==> src/rtl/mem_wb_stage_pkg.sv <==
// Shared types and constants for the memory/writeback stage: FSM state
// encoding, load/store size codes and the misalignment rule.
package mem_wb_stage_pkg;

   typedef enum logic [1:0] {
      ST_IDLE = 2'd0,
      ST_REQ  = 2'd1,
      ST_WAIT = 2'd2
   } state_t;

   localparam logic [2:0] F3_B  = 3'b000;
   localparam logic [2:0] F3_H  = 3'b001;
   localparam logic [2:0] F3_W  = 3'b010;
   localparam logic [2:0] F3_BU = 3'b100;
   localparam logic [2:0] F3_HU = 3'b101;

   // Byte accesses are never misaligned; any funct3 not decoded as byte or
   // half is a word access.
   function automatic logic is_misaligned(input logic [2:0] f3, input logic [1:0] lo);
      logic mis;
      case (f3)
         F3_B, F3_BU: mis = 1'b0;
         F3_H, F3_HU: mis = lo[0];
         default:     mis = (lo != 2'b00);
      endcase
      return mis;
   endfunction

endpackage

==> src/rtl/mem_wb_stage_align.sv <==
// mem_align: combinational byte-lane logic, store lane insert (byte enables,
// replicated write data) and load lane extract with sign/zero extension.
module mem_align
   import mem_wb_stage_pkg::*;
(
   input  logic [2:0]  funct3,
   input  logic [1:0]  addr_lo,
   input  logic [31:0] store_data,
   input  logic [31:0] load_word,
   output logic [3:0]  be,
   output logic [31:0] wdata,
   output logic [31:0] load_data
);

   logic [7:0]  lane_byte;
   logic [15:0] lane_half;

   always_comb begin
      be    = 4'b1111;
      wdata = store_data;
      case (funct3)
         F3_B: begin
            be    = 4'b0001 << addr_lo;
            wdata = {4{store_data[7:0]}};
         end
         F3_H: begin
            be    = addr_lo[1] ? 4'b1100 : 4'b0011;
            wdata = {2{store_data[15:0]}};
         end
         default: begin
            be    = 4'b1111;
            wdata = store_data;
         end
      endcase
   end

   always_comb begin
      lane_byte = load_word[7:0];
      case (addr_lo)
         2'd0:    lane_byte = load_word[7:0];
         2'd1:    lane_byte = load_word[15:8];
         2'd2:    lane_byte = load_word[23:16];
         default: lane_byte = load_word[31:24];
      endcase
      lane_half = addr_lo[1] ? load_word[31:16] : load_word[15:0];
   end

   always_comb begin
      load_data = load_word;
      case (funct3)
         F3_B:    load_data = {{24{lane_byte[7]}}, lane_byte};
         F3_H:    load_data = {{16{lane_half[15]}}, lane_half};
         F3_BU:   load_data = {24'd0, lane_byte};
         F3_HU:   load_data = {16'd0, lane_half};
         default: load_data = load_word;
      endcase
   end

endmodule

==> src/rtl/mem_wb_stage.sv <==
// Memory/writeback stage: issues one data-memory access per load/store and
// retires results to the register file. Build option MEM_WB_MISALIGN_CHK_EN
// adds misaligned-access detection and the misalign_o pulse.
//
// state   | meaning
// --------+---------------------------------------------------------------
// IDLE    | ready for a new EX result; ALU results retire from here
// REQ     | dmem_req_o held with stable address/data until dmem_gnt_i
// WAIT    | load granted, waiting for dmem_rvalid_i
module mem_wb_stage
   import mem_wb_stage_pkg::*;
(
   input  logic        clk,
   input  logic        rst,
   input  logic        ex_valid_i,
   output logic        ex_ready_o,
   input  logic        ex_is_load_i,
   input  logic        ex_is_store_i,
   input  logic [2:0]  ex_funct3_i,
   input  logic        ex_wb_en_i,
   input  logic [4:0]  ex_rd_i,
   input  logic [31:0] ex_alu_res_i,
   input  logic [31:0] ex_store_data_i,
   output logic        dmem_req_o,
   output logic        dmem_we_o,
   output logic [31:0] dmem_addr_o,
   output logic [3:0]  dmem_be_o,
   output logic [31:0] dmem_wdata_o,
   input  logic        dmem_gnt_i,
   input  logic        dmem_rvalid_i,
   input  logic [31:0] dmem_rdata_i,
   output logic [4:0]  reg_waddr_o,
   output logic [31:0] reg_wdata_o,
   output logic        reg_write_en_o
`ifdef MEM_WB_MISALIGN_CHK_EN
   ,
   output logic        misalign_o
`endif
);

   state_t      state_q, state_d;
   logic        is_load_q;
   logic [2:0]  funct3_q;
   logic [4:0]  rd_q;
   logic [31:0] addr_q;
   logic [31:0] sdata_q;

   logic        wr_en_q;
   logic [4:0]  waddr_q;
   logic [31:0] wdata_q;

   logic        accept;
   logic        is_mem;
   logic        mis;
   logic        load_done;
   logic        req;
   logic [3:0]  be_w;
   logic [31:0] wdata_w;
   logic [31:0] load_ext;

   mem_align u_align (
      .funct3     (funct3_q),
      .addr_lo    (addr_q[1:0]),
      .store_data (sdata_q),
      .load_word  (dmem_rdata_i),
      .be         (be_w),
      .wdata      (wdata_w),
      .load_data  (load_ext)
   );

   always_comb begin
      accept = ex_valid_i & (state_q == ST_IDLE);
      is_mem = ex_is_load_i | ex_is_store_i;
      mis    = 1'b0;
`ifdef MEM_WB_MISALIGN_CHK_EN
      mis    = is_mem & is_misaligned(ex_funct3_i, ex_alu_res_i[1:0]);
`endif
      // A response arriving together with the grant completes the load at once.
      load_done = ((state_q == ST_REQ) & dmem_gnt_i & dmem_rvalid_i & is_load_q) |
                  ((state_q == ST_WAIT) & dmem_rvalid_i);
   end

   always_comb begin
      state_d = state_q;
      case (state_q)
         ST_IDLE: begin
            if (accept && is_mem && !mis)
               state_d = ST_REQ;
         end
         ST_REQ: begin
            if (dmem_gnt_i) begin
               if (!is_load_q || dmem_rvalid_i)
                  state_d = ST_IDLE;
               else
                  state_d = ST_WAIT;
            end
         end
         ST_WAIT: begin
            if (dmem_rvalid_i)
               state_d = ST_IDLE;
         end
         default: state_d = ST_IDLE;
      endcase
   end

   always_ff @(posedge clk) begin
      if (!rst) begin
         state_q   <= ST_IDLE;
         is_load_q <= 1'b0;
         funct3_q  <= 3'd0;
         rd_q      <= 5'd0;
         addr_q    <= 32'd0;
         sdata_q   <= 32'd0;
         wr_en_q   <= 1'b0;
         waddr_q   <= 5'd0;
         wdata_q   <= 32'd0;
      end else begin
         state_q <= state_d;
         wr_en_q <= 1'b0;
         if (accept) begin
            is_load_q <= ex_is_load_i;
            funct3_q  <= ex_funct3_i;
            rd_q      <= ex_rd_i;
            addr_q    <= ex_alu_res_i;
            sdata_q   <= ex_store_data_i;
         end
         if (accept && !is_mem) begin
            wr_en_q <= ex_wb_en_i & (ex_rd_i != 5'd0);
            waddr_q <= ex_rd_i;
            wdata_q <= ex_alu_res_i;
         end else if (load_done) begin
            wr_en_q <= (rd_q != 5'd0);
            waddr_q <= rd_q;
            wdata_q <= load_ext;
         end
      end
   end

`ifdef MEM_WB_MISALIGN_CHK_EN
   logic misalign_q;

   always_ff @(posedge clk) begin
      if (!rst)
         misalign_q <= 1'b0;
      else
         misalign_q <= accept & mis;
   end

   assign misalign_o = misalign_q;
`endif

   assign req            = (state_q == ST_REQ);
   assign ex_ready_o     = (state_q == ST_IDLE);
   assign dmem_req_o     = req;
   assign dmem_we_o      = req & ~is_load_q;
   assign dmem_be_o      = req ? be_w : 4'b0000;
   assign dmem_addr_o    = {addr_q[31:2], 2'b00};
   assign dmem_wdata_o   = wdata_w;
   assign reg_write_en_o = wr_en_q;
   assign reg_waddr_o    = waddr_q;
   assign reg_wdata_o    = wdata_q;

endmodule
==> config.mk <==
export PLATFORM = sky130hd
export DESIGN_NAME = mem_wb_stage
export DESIGN_NICKNAME = d
export VERILOG_FILES = /design/src/rtl/mem_wb_stage_pkg.sv /design/src/rtl/mem_wb_stage_align.sv /design/src/rtl/mem_wb_stage.sv
export SDC_FILE = /design/constraint.sdc
export NUM_CORES = 1
export LEC_CHECK = 0
export ABC_AREA = 1
export BUFFER_PORTS_ARGS = -buffer_cell sky130_fd_sc_hd__buf_4
export CELL_PAD_IN_SITES_DETAIL_PLACEMENT = 1
export CELL_PAD_IN_SITES_GLOBAL_PLACEMENT = 1
export CORE_UTILIZATION = 34
export DETAILED_ROUTE_END_ITERATION = 8
export PLACE_DENSITY_LB_ADDON = 0.1
export SLEW_MARGIN = 10
export SYNTH_ARGS = -nofsm -noshare
export SYNTH_HDL_FRONTEND = slang
export SYNTH_SLANG_ARGS = --single-unit
==> constraint.sdc <==
create_clock -name clk -period 1.53 [get_ports clk]
set_input_delay 0.153 -clock clk [delete_from_list [all_inputs] [get_ports clk]]
set_output_delay 0.153 -clock clk [all_outputs]
set_load 0.1 [all_outputs]
# After elaboration in Yosys (flattened, before gate mapping)

Cells that the tools add are included.

Bits in registers: 113

Equal/unequal tests: 10
Shift operators: 1
Mux-type cells: 18
Bitwise operators: 10
Reduce and logical (&&, ||, !) cells: 12

Operators by type and width:

| kind                | number |
|---|---|
| $pmux 32 s4         | 1 |
| $mux 32             | 2 |
| $pmux 32 s2         | 1 |
| $pmux 8 s3          | 1 |
| $mux 16             | 1 |
| $mux 5              | 2 |
| $reduce_bool 5->1   | 2 |
| $mux 2              | 4 |
| $mux 4              | 2 |
| $pmux 4 s2          | 1 |
| $and 1x1->1         | 7 |
| $eq 3x3->1 const B  | 2 |
| $pmux 2 s3          | 1 |
| $eq 2x1->1 const B  | 2 |
| $eq 2x2->1 const B  | 2 |
| $logic_not 2->1     | 2 |
| $ne 2x2->1 const B  | 2 |
| $shl 1x2->4 const A | 1 |
| $eq 3x1->1 const B  | 1 |
| $logic_not 3->1     | 1 |
| $reduce_and 3->1    | 1 |
| $logic_and 1x1->1   | 2 |
| $logic_not 1->1     | 2 |
| $mux 1              | 2 |
| other kinds (5)     | 6 |

# Longest topological paths before layout

Gate-level depths: netlist of run 1.

Depth in word-level cells: 7
Depth in mapped cells: 11
Depth with buffers taken out: 10

# Cells and area by module

A second synthesis of run 1 with hierarchy kept.

Cell total of the unflattened synthesis: 927
Area, all modules: 6239.7 um2

By module, submodules not included:

| module       | instances | cells each | area an instance (um2) | sequential area each (um2) |
|---|---|---|---|---|
| mem_wb_stage | 1         | 678        | 5001.0                 | 2262.2 |
| mem_align    | 1         | 249        | 1238.7                 | 0.0 |

# Least setup slack after synthesis of run 1

Ideal clock, no wire load.

Path kind: register to output
From: register funct3_q[1]
To: output dmem_wdata_o[10]
Data arrival time: 2.983 ns
Data required time: 1.377 ns
Path slack: -1.606 ns
Cell stages (with the launch flop): 7
Buffers on the path: 2
Path through: dfxtp_1 buf_6 clkinv_4 nand2_8 nor2_8 buf_2 o21ai_0

Longest elaborated chain between the ends: 2

RTL lines:

| what                                          | RTL line                 | text |
|---|---|---|
| start, declared                               | mem_wb_stage.sv:43       | `logic [2:0] funct3_q;` |
| start signal, assigned                        | mem_wb_stage.sv:122      | `funct3_q <= ex_funct3_i;` |
| $eq 3x1->1 or $logic_not 3->1 (tied branches) | mem_wb_stage_align.sv:21 | `case (funct3)` |
| $pmux 32 s2 (*)                               | mem_wb_stage_align.sv:21 |  |
| end, declared                                 | mem_wb_stage.sv:28       | `output logic [31:0] dmem_wdata_o,` |

Mark *: on every way between the ends. The rest lies on a longest branch, timed or not.

# Worst setup path after layout of run 1

From: register funct3_q[1]
To: output dmem_wdata_o[28]

Same word-level chain as after synthesis.

==> metrics list, run 1 <==
- After detailed routing, the average wire length per cell comes to 17.1 um.
- Setup violations remaining at the end of the flow were counted as 28.
- Measured against the total synthesized area, the mux share comes to 0.
- In this run, synthesis produced a sequential element count of 113.
* Crit path required time: 1380 ps
- Arrival @ worst endpoint: 1680 ps
- Dominant combinational cell family by area after synthesis: simple AND/OR/NAND/NOR gates
* Worst-Skew Late Latency: 420 ps
- Number of nets at the end of the flow: 1187
- Number of fillers in the final layout: 2065
* CP startpoint kind: register
* Cell count after synthesis: 871
* Residual overflow from global routing: 0
- Core region area: 16800 um^2
* Commonest cells after routing, fill and taps aside: buf_4, nand2_1, nor2_1
* Die height: 134 um
- Antenna violation net count after detailed routing: 0
- After routing, the total negative slack on setup checks comes to -7070 ps.
- Clock Skews: 13.8 ps
* Proportion of netlist area held by the largest area contributor: 0.384
- Synthesis Warnings: 0
- Across every metal layer, demand over resource in global routing totals 0.251.
* Hold path depth: 3
* Type of the worst setup path: reg2out
- WP depth: 6
- The first global-routing pass estimated 34700 um of wire.
- Standard-cell rows: 47
- Setup repair after global routing could not meet its margin everywhere.
- No sink is reached through more buffers than the 2 on the longest clock path.
- Largest net degree at the start of global routing: 90
- The congestion estimate from routability-driven global placement came to 0.867.
- Dividing the final minimum period by the clock period gives 1.20.
* Min setup slack post-route: -303 ps
- The slowest stage of the critical path belongs to the cell dfxtp_4.
- Cell Pwr Density: 1200 nW/um^2
- Worst-case vdd ir drop: 749 uV
- The checks that failed: setup timing.
* DRC violation count after routing: 0
* Antenna fix cells: 0
- Measured in cells, the most critical reg-to-reg path has a length of 9.
* Area taken by multi-input logic gates: 3200 um^2
- Post-DP HPWL: 16500 um
* Avg Vias per Cell: 4.87
- The finished cells cover 9070 um^2.
- Initial DRT Pass Iterations: 7
- Input/output buffers: 218
- After detailed placement, the total cell area comes to 8080 um^2.
- Distinct cell type count of the synthesized netlist: 29
* DR iter-0 viols: 321
- Result of the run: finished, violations left
- Via total after detailed routing: 6368
- Setup slack on the worst reg-to-reg path comes out at 80 ps.
- Of the total synthesized cell area, the portion taken by XOR and XNOR cells is 0.
- Of the total synthesized cell area, the portion taken by full adders, half adders and majority gates is 0.
- Clock-pin slew reported for the worst setup and hold paths after clock tree synthesis: 50 ps
- Share of cells above drive strength 1: 0.380
- H-tree depth reported by CTS: 4
* Max stage delay on crit path: 360 ps
* Pins over their slew limit: 0
- Area of the die: 17900 um^2
- Initial Utilization: 0.352
- Hold Vio Cnt, Final: 0
- The tightest min-delay check is of the in2reg type.
* Clock tree from TritonCTS: yes
* Worst setup EP type: output pin
- Syn_area_per_cell: 6.77 um^2
* Antenna violations before repair: 0
- Traced cell by cell, the critical path runs through clkinv_8 > nand2_8 > nor2_4 > inv_4 > o211ai_1 > buf_6.
- Crit path max fanout: 8
* Storage cell area: 2270 um^2
- Sorting the synthesized cells by area gives the leading types as dfxtp_1, nand2_1, nor2_1.
- For this design the static power due to leakage is 4.11 nW.
- Crit path max-delay family: buffers and inverters
- Number of global-route vias before repair: 6372
- Final WL: 22400 um
- Horiz. Die Dim: 134 um
* Area Growth Syn to Fin: 53.8%
- CTS placed an instance of clkbuf_16 at the clock tree root.
* Util after Layout: 0.541
* CTS buffer count: 17
- Summing every instance area after synthesis gives 5900 um^2.
- Placement Setup Slack: -102 ps
* Leading area contributor after synthesis: dfxtp_1
- Count of pins on the block boundary: 221
- Register area share after synthesis: 0.384
- Of the total synthesized cell area, the portion taken by AND, OR, NAND and NOR gates is 0.293.
* Clock sink count: 113
- Max-cap violation count: 0
* Total buffers and inverters traversed by the critical path: 3
- Minimum period implied by the final worst setup slack: 1830 ps
- Compound-cell area share of the yosys netlist: 0.176
- Most common library cell in the layout ignoring fill and taps: buf_4
* Highest clock frequency the design can meet: 545 MHz
## routing by layer
metal,part of all wire,wire length [um],up-vias,track usage
li1,-,-,3155,-
met1,0.46,10200,3024,0.330
met2,0.49,11000,171,0.427
met3,0.042,928,18,0.0441
met4,0.010,223,0,0.0537
met5,0,0,-,0
## cell families after synthesis
| family | after synthesis |
|---|---|
| AND/OR/NAND/NOR | 408 |
| AO/OA/AOI/OAI | 190 |
| buffers and inverters | 159 |
| flip-flops | 113 |
| other | 1 |
## synth_stat cells
cell type  count
a21oi_1       63
a21oi_2       16
buf_2         11
buf_4         46
buf_6          9
clkbuf_1      27
clkinv_4       1
conb_1         1
dfxtp_1      113
inv_1         59
inv_2          4
inv_4          2
nand2_1      189
nand2_2        2
nand2_4        5
nand2_8        1
nand3_1       56
nand3_4        1
nand3b_1       3
nor2_1       144
nor2_4         3
nor2_8         1
nor3_1         2
nor3b_1        1
o211ai_1      10
o21ai_0       97
o21ai_1        2
o22ai_1        1
o31ai_1        1
## registers in the layout, summed over array words and instances, names as in the netlist
signal and flops:
addr_q 32, reg_wdata_o 32, sdata_q 32, rd_q 5, reg_waddr_o 5, funct3_q 3
state_q 2, is_load_q 1, reg_write_en_o 1
## worst register-to-register path: stages (launching register included)
cell	delay [ps]
dfxtp_2	350
inv_2	60
nor2_4	140
nand2_1	100
nand2_2	130
nand2_8	110
buf_4	170
nor2_1	100
nand2_1	100
a21oi_2	130
## metrics by stage
step	instances	total power [W]	hold WS [ps]
detailed placement	1266	0.00703	344
global placement	1266	0.00698	341
finish	1308	0.0109	4.77
global route	1308	0.0113	17.7
floorplan	872	0.00613	222
CTS	1305	0.0109	0.222
## cell type report
class,count,area share
Clock inverter,13,0.0128
Inverter,66,0.0312
Sequential cell,113,0.251
Tap cell,220,0.0303
Timing Repair Buffer,277,0.275
Multi-Input combinational cell,600,0.352
Clock buffer,19,0.0477
## path summary, 6_finish.rpt
| kind | startpoint | end |
|---|---|---|
| worst max-delay path | funct3_q[1] | dmem_wdata_o[28] |
| worst min-delay path | ex_store_data_i[30] | sdata_q[30] |
| worst max register to register | state_q[0] | reg_wdata_o[8] |
| worst min register to register | reg_waddr_o[3] | reg_waddr_o[3] |
## what timing repair did
item,in CTS,in global routing
resized for setup,74,21
setup buffers,0,3
hold endpoints to repair,8,0
pin swaps,2,8
endpoints found under the setup margin,45,54
hold buffers,8,0
## report_power, final
part,internal (W),total (W),switching (W)
sequential,0.00316,0.00330,0.000150
clock,0.00223,0.00366,0.00143
combinational,0.00117,0.00393,0.00276
(Power assumes the default switching activity.)
==> inputs of run 2 (changes only) <==
--- a/config.mk
+++ b/config.mk
@@ -7,11 +7,12 @@
 export LEC_CHECK = 0
 export ABC_AREA = 1
 export BUFFER_PORTS_ARGS = -buffer_cell sky130_fd_sc_hd__buf_4
-export CELL_PAD_IN_SITES_DETAIL_PLACEMENT = 1
+export CELL_PAD_IN_SITES_DETAIL_PLACEMENT = 0
 export CELL_PAD_IN_SITES_GLOBAL_PLACEMENT = 1
 export CORE_UTILIZATION = 34
 export DETAILED_ROUTE_END_ITERATION = 8
 export PLACE_DENSITY_LB_ADDON = 0.1
+export REMOVE_ABC_BUFFERS = 1
 export SLEW_MARGIN = 10
 export SYNTH_ARGS = -nofsm -noshare
 export SYNTH_HDL_FRONTEND = slang
==> metrics list, run 2 (synthesis gave the netlist of run 1 again) <==
* Commonest cells after routing, fill and taps aside: buf_4, nand2_1, nor2_1
- Of the cells placed in the final design, the portion with a size suffix greater than 1 is 0.366.
* Clock sink count: 113
- The detail route stage leaves a number of antenna-violating nets equal to 0.
- In this run the tightest slew margin relative to its limit is 0.650.
- The final count of pins violating max slew was 0.
* Worst setup EP type: output pin
- Standard-cell rows: 47
- For this run, design rule violations remaining after detail routing come to 0.
- Most common library cell in the layout ignoring fill and taps: buf_4
- The checks that failed: setup timing.
* Horiz. Die Dim: 134 um
- Final WL: 20800 um
- Arrival @ worst endpoint: 1770 ps
* Root Driver: clkbuf_16
* Largest net degree at the start of global routing: 90
- Antenna fix cells: 0
- Clock tree buffer depth: 2
* Type of the worst setup path: reg2out
* Number of global-route vias before repair: 6255
- Area Growth Syn to Fin: 59.0%
- Area of the die: 17900 um^2
- Summed over all nets, the half-perimeter wirelength after detailed placement is 13800 um.
* Clock-pin slew reported for the worst setup and hold paths after clock tree synthesis: 60 ps
* Max-cap violation count: 0
- Global-route wire length before repair: 32200 um
- For this run, the post-layout net count is 1219.
* CP startpoint kind: register
- For the worst setup path, the data required time is 1380 ps.
* Final cycle utilization of the critical path: 1.26
- Via total after detailed routing: 6353
* Final estimated routing congestion in global placement: 0.826
- 221 I/O pins were placed.
* Clock tree from TritonCTS: yes
- Worst reg2reg path depth: 9
* Input/output buffers: 218
- Placement Setup Slack: -20.7 ps
- The critical path starts at funct3_q[2].
- Walking the worst path, the cells encountered are inv_4 > nand2_8 > nor2_4 > clkinvlp_4 > o211ai_1 > buf_6.
- Worst hold path endpoint: rd_q[4]
- In the routed layout, each cell is associated on average with a via count of 4.74.
* Max stage delay on crit path: 320 ps
- The initial utilization of the core area, before any placement, comes to 0.352.
- For this block, the initial DRC count from the detailed router was 286.
* Worst r2r dst: reg_wdata_o[13]
- Worst-Skew Late Latency: 410 ps
* Highest clock frequency the design can meet: 520 MHz
- Total routing resource utilization after global routing: 0.231
* Clock Skews: 12.9 ps
- The worst hold path passes through 3 cells.
- Power spread over the standard cell area amounts to 1170 nW/um^2.
* Hold Vio Cnt, Final: 0
* WL per Instance: 15.5 um
* Minimum period implied by the final worst setup slack: 1920 ps
- Residual overflow from global routing: 0
- Util after Layout: 0.559
- Setup repair after global routing could not meet its margin everywhere.
* Antenna violations before repair: 0
* Launch instance of the worst register-to-register path: funct3_q[0]
- Start point of the worst hold path: ex_rd_i[4]
- Critical-path top delay cell: dfxtp_2
* Slew at the pin with the worst max-slew slack: 523 ps
* Reg-to-reg slack, setup: -40 ps
- The pre-antenna-repair detailed-routing pass consisted of 5 iterations.
- The worst hold path belongs to the class in2reg.
- Crit path max fanout: 8
- In this run the standard cell core region covers 16800 um^2.
* CTS buffer count: 17
* Leak: 4.31 nW
- Setup violations remaining at the end of the flow were counted as 39.
* Result of the run: finished, violations left
* Die height: 134 um
- The H-tree was split into 4 levels.
- IR analysis of the VDD net gives a maximum drop of 794 uV.
* Min setup slack post-route: -393 ps
run 2: per-stage QoR:
step	instance area (um^2)	total power, W	std cells	hold WS (ps)	setup TNS (ps)
3_5_place_dp	7540	0.00673	1248	355	-28.2
5_1_grt	9370	0.0114	1339	6.55	-10560
3_3_place_gp	7540	0.00672	1248	356	0
2_1_floorplan	5300	0.00573	779	229	-121720
6_report	9370	0.0110	1339	9.72	-7160
4_1_cts	9080	0.0109	1330	0.836	-9480
run 2: timing repair:
item                                   in CTS  in global routing
setup buffers                              11                  8
gates cloned                                3                  3
endpoints found under the hold margin      37                  0
pin swaps                                  13                 18
resized for setup                         136                 59
setup endpoints to repair                  33                 64
hold buffers                               37                  0
run 2: worst max path at each step:
| stage | end | slack, ps | depth (start not counted) |
|---|---|---|---|
| floorplan | dmem_wdata_o[10] | -2190 | 4 |
| global placement | dmem_wdata_o[28] | 6 | 6 |
| detailed placement | dmem_wdata_o[26] | -20 | 6 |
| CTS | dmem_wdata_o[26] | -430 | 6 |
| global route | dmem_wdata_o[31] | -470 | 6 |
| finish | dmem_wdata_o[26] | -390 | 6 |
run 2: layout make-up:
class / instances / area (um^2)
inverters: 66 / 285
clock inverters: 9 / 58.8
well taps: 220 / 275
flip-flops and latches: 113 / 2270
clock buffers: 22 / 484
fillers: 1646 / 7390
repair buffers: 304 / 2840
multi-input cells: 605 / 3160
run 2: power breakdown:
part | internal (W) | switching [W] | total [W] | leakage, nW
combinational | 0.00127 | 0.00279 | 0.00406 | 3.12
clock | 0.00222 | 0.00141 | 0.00363 | 0.260
sequential | 0.00316 | 0.000133 | 0.00329 | 0.933
run 2: routing by layer:
layer  vias up  global-route usage  wire (um)
met5         -                   0          0
met4         0              0.0518        204
met3        16              0.0666       1340
met2       195               0.412      10400
met1      2917               0.272       8860
li1       3225                   -          -
run 2: critical path, delay by kind of cell, from the launching register on:
kind | cells | cell delay [ps]
AO/OA/AOI/OAI | 1 | 300
buffers and inverters | 3 | 560
flip-flops | 1 | 320
AND/OR/NAND/NOR | 2 | 170
==> inputs of run 3 (changes only) <==
--- a/config.mk
+++ b/config.mk
@@ -11,9 +11,11 @@
 export CELL_PAD_IN_SITES_GLOBAL_PLACEMENT = 1
 export CORE_UTILIZATION = 34
 export DETAILED_ROUTE_END_ITERATION = 8
+export MAX_ROUTING_LAYER = met4
 export PLACE_DENSITY_LB_ADDON = 0.1
+export RECOVER_POWER = 50
 export REMOVE_ABC_BUFFERS = 1
-export SLEW_MARGIN = 10
+export SLEW_MARGIN = 0
 export SYNTH_ARGS = -nofsm -noshare
 export SYNTH_HDL_FRONTEND = slang
 export SYNTH_SLANG_ARGS = --single-unit
==> metrics list, run 3 (synthesis gave the netlist of run 1 again) <==
- The count of nets left with antenna violations once routing finished came out at 0.
* Clock Skews: 16.3 ps
- Count of pins on the block boundary: 221
- Summing internal, switching and leakage power gives 0.0109 W.
* Count of final setup violators: 59
* Violations in the final reports: setup timing
* Share of cells above drive strength 1: 0.373
- Input/output buffers: 218
* Final std cells w/o fill: 1340
- For this configuration, the core starts out at a cell density of 0.352.
* Horiz. Die Dim: 134 um
- After layout, the worst setup slack is -382 ps.
* Clock-pin slew reported for the worst setup and hold paths after clock tree synthesis: 50 ps
- The final count of pins violating max slew came to 0.
- Crit path required time: 1380 ps
* CP startpoint kind: register
- The analysis attributes to cell leakage a power of 4.29 nW.
* DRC violation count after routing: 0
- Result of the run: finished, violations left
* Slew at the pin with the worst max-slew slack: 580 ps
- At the later pin of the worst-skew pair, clock insertion delay measures 420 ps.
- Entering global routing, the biggest net connects 90 pins.
* Number of nets at the end of the flow: 1220
- After floorplanning, the core was sized to cover 16800 um^2.
- The number of placed instances, taps included, is 1248.
- Final WL: 20900 um
- Leaving out fill and tap cells, the most frequent cell in the layout is buf_4.
* Antenna fix cells: 0
* Global-route wire length before repair: 32200 um
* Max-cap violation count: 0
* Clock tree buffer depth: 2
- Area of the die: 17900 um^2
* Cell Pwr Density: 1180 nW/um^2
- The congestion estimate from routability-driven global placement came to 0.838.
- At the worst endpoint, the arrival time is 1760 ps.
- Clock tree from TritonCTS: yes
- Crit path max fanout: 8
* Summed negative setup slack over all endpoints: -9900 ps
* Worst setup EP type: output pin
- Standard-cell rows: 47
- CTS buffer count: 17
* Highest clock frequency the design can meet: 523 MHz
* RSZ-0062 raised after global routing: yes
- Compared with the post-synthesis result, the final layout area differs by 56.5%.
* Post-DP HPWL: 13800 um
- In the final routed layout, each cell accounts on average for 15.6 um.
- Hold Vio Cnt, Final: 0
- In this run, the number of DRC markers left after iteration 0 of detailed routing was 301.
- Minimum period implied by the final worst setup slack: 1910 ps
- The min-delay analysis places its worst path in the category in2reg.
- The initial antenna violation count is 0.
- The clock drives 113 sinks.
- The clock tree synthesis step divided the H-tree into 4 levels.
* Via total after detailed routing: 6289
- Number of global-route vias before repair: 6251
* Commonest cells after routing, fill and taps aside: buf_4, nand2_1, nor2_1
* Residual overflow from global routing: 0
- In the global route stage, overall resource usage came out at 0.239.
* Max-slew headroom at the worst pin: 0.615
* Final cycle utilization of the critical path: 1.25
- Root Driver: clkbuf_16
- IR analysis of the VDD net gives a maximum drop of 802 uV.
- Type of the worst setup path: reg2out
- Die height: 134 um
* Avg Vias per Cell: 4.69
* Initial DRT Pass Iterations: 5
-- run 3: cell count changes in the layout (fill, tap and decap cells not counted), sizes merged --
cell | before | now
clkbuf | 22 | 90
buf | 267 | 200
-- run 3: path summary, 6_finish.rpt --
check | start | to | slack, ps | cells after the start
setup / recovery | funct3_q[2] | dmem_wdata_o[26] | -380 | 6
hold / removal | ex_rd_i[4] | rd_q[4] | 8 | 3
setup reg to reg | funct3_q[2] | reg_wdata_o[13] | -120 | 11
hold reg to reg | reg_waddr_o[2] | reg_waddr_o[2] | 470 | 2
-- run 3: power breakdown --
group	switching (W)	total, W	internal, W
Sequential	0.000132	0.00329	0.00316
Clock	0.00140	0.00362	0.00222
Combinational	0.00280	0.00401	0.00121
-- run 3: cell type report --
cell class | instances | area [um^2]
Tap cell | 220 | 275
Multi-Input combinational cell | 605 | 3190
Clock inverter | 9 | 58.8
Fill cell | 1682 | 7530
Inverter | 66 | 283
Timing Repair Buffer | 305 | 2670
Clock buffer | 22 | 484
Sequential cell | 113 | 2270
-- run 3: metrics by stage --
stage	instance area [um^2]	hold WS, ps	worst slack [ps]	utilization
after global routing	9230	2.02	-478	0.551
after floorplan	5300	229	-2190	-
final	9230	7.82	-382	0.551
after global placement	7540	356	5.88	0.450
after detailed placement	7540	355	-20.7	0.450
after CTS	9080	0.836	-431	0.542
-- run 3: repair_timing --
action                                 CTS  global route
pin swaps                               13            12
setup endpoints to repair               33            64
gates cloned                             3             3
endpoints found under the hold margin   37             0
gates resized for setup                136            67
buffers inserted                        11             9
hold buffers                            37             0
-- run 3: worst max-delay path: stages, from the launching register on --
cell and delay (ps):
dfxtp_2 320, inv_4 70, nand2_8 60, nor2_4 110, clkinvlp_4 220, o211ai_1 300
buf_6 270
-- run 3: metal layers --
metal / part of all wire / global-route usage / wire, um / vias to the layer above
li1: - / - / - / 3231
met1: 0.43 / 0.277 / 9080 / 2877
met2: 0.51 / 0.411 / 10600 / 173
met3: 0.052 / 0.0624 / 1090 / 8
met4: 0.0077 / 0.0518 / 162 / 0
met5: 0 / - / 0 / -
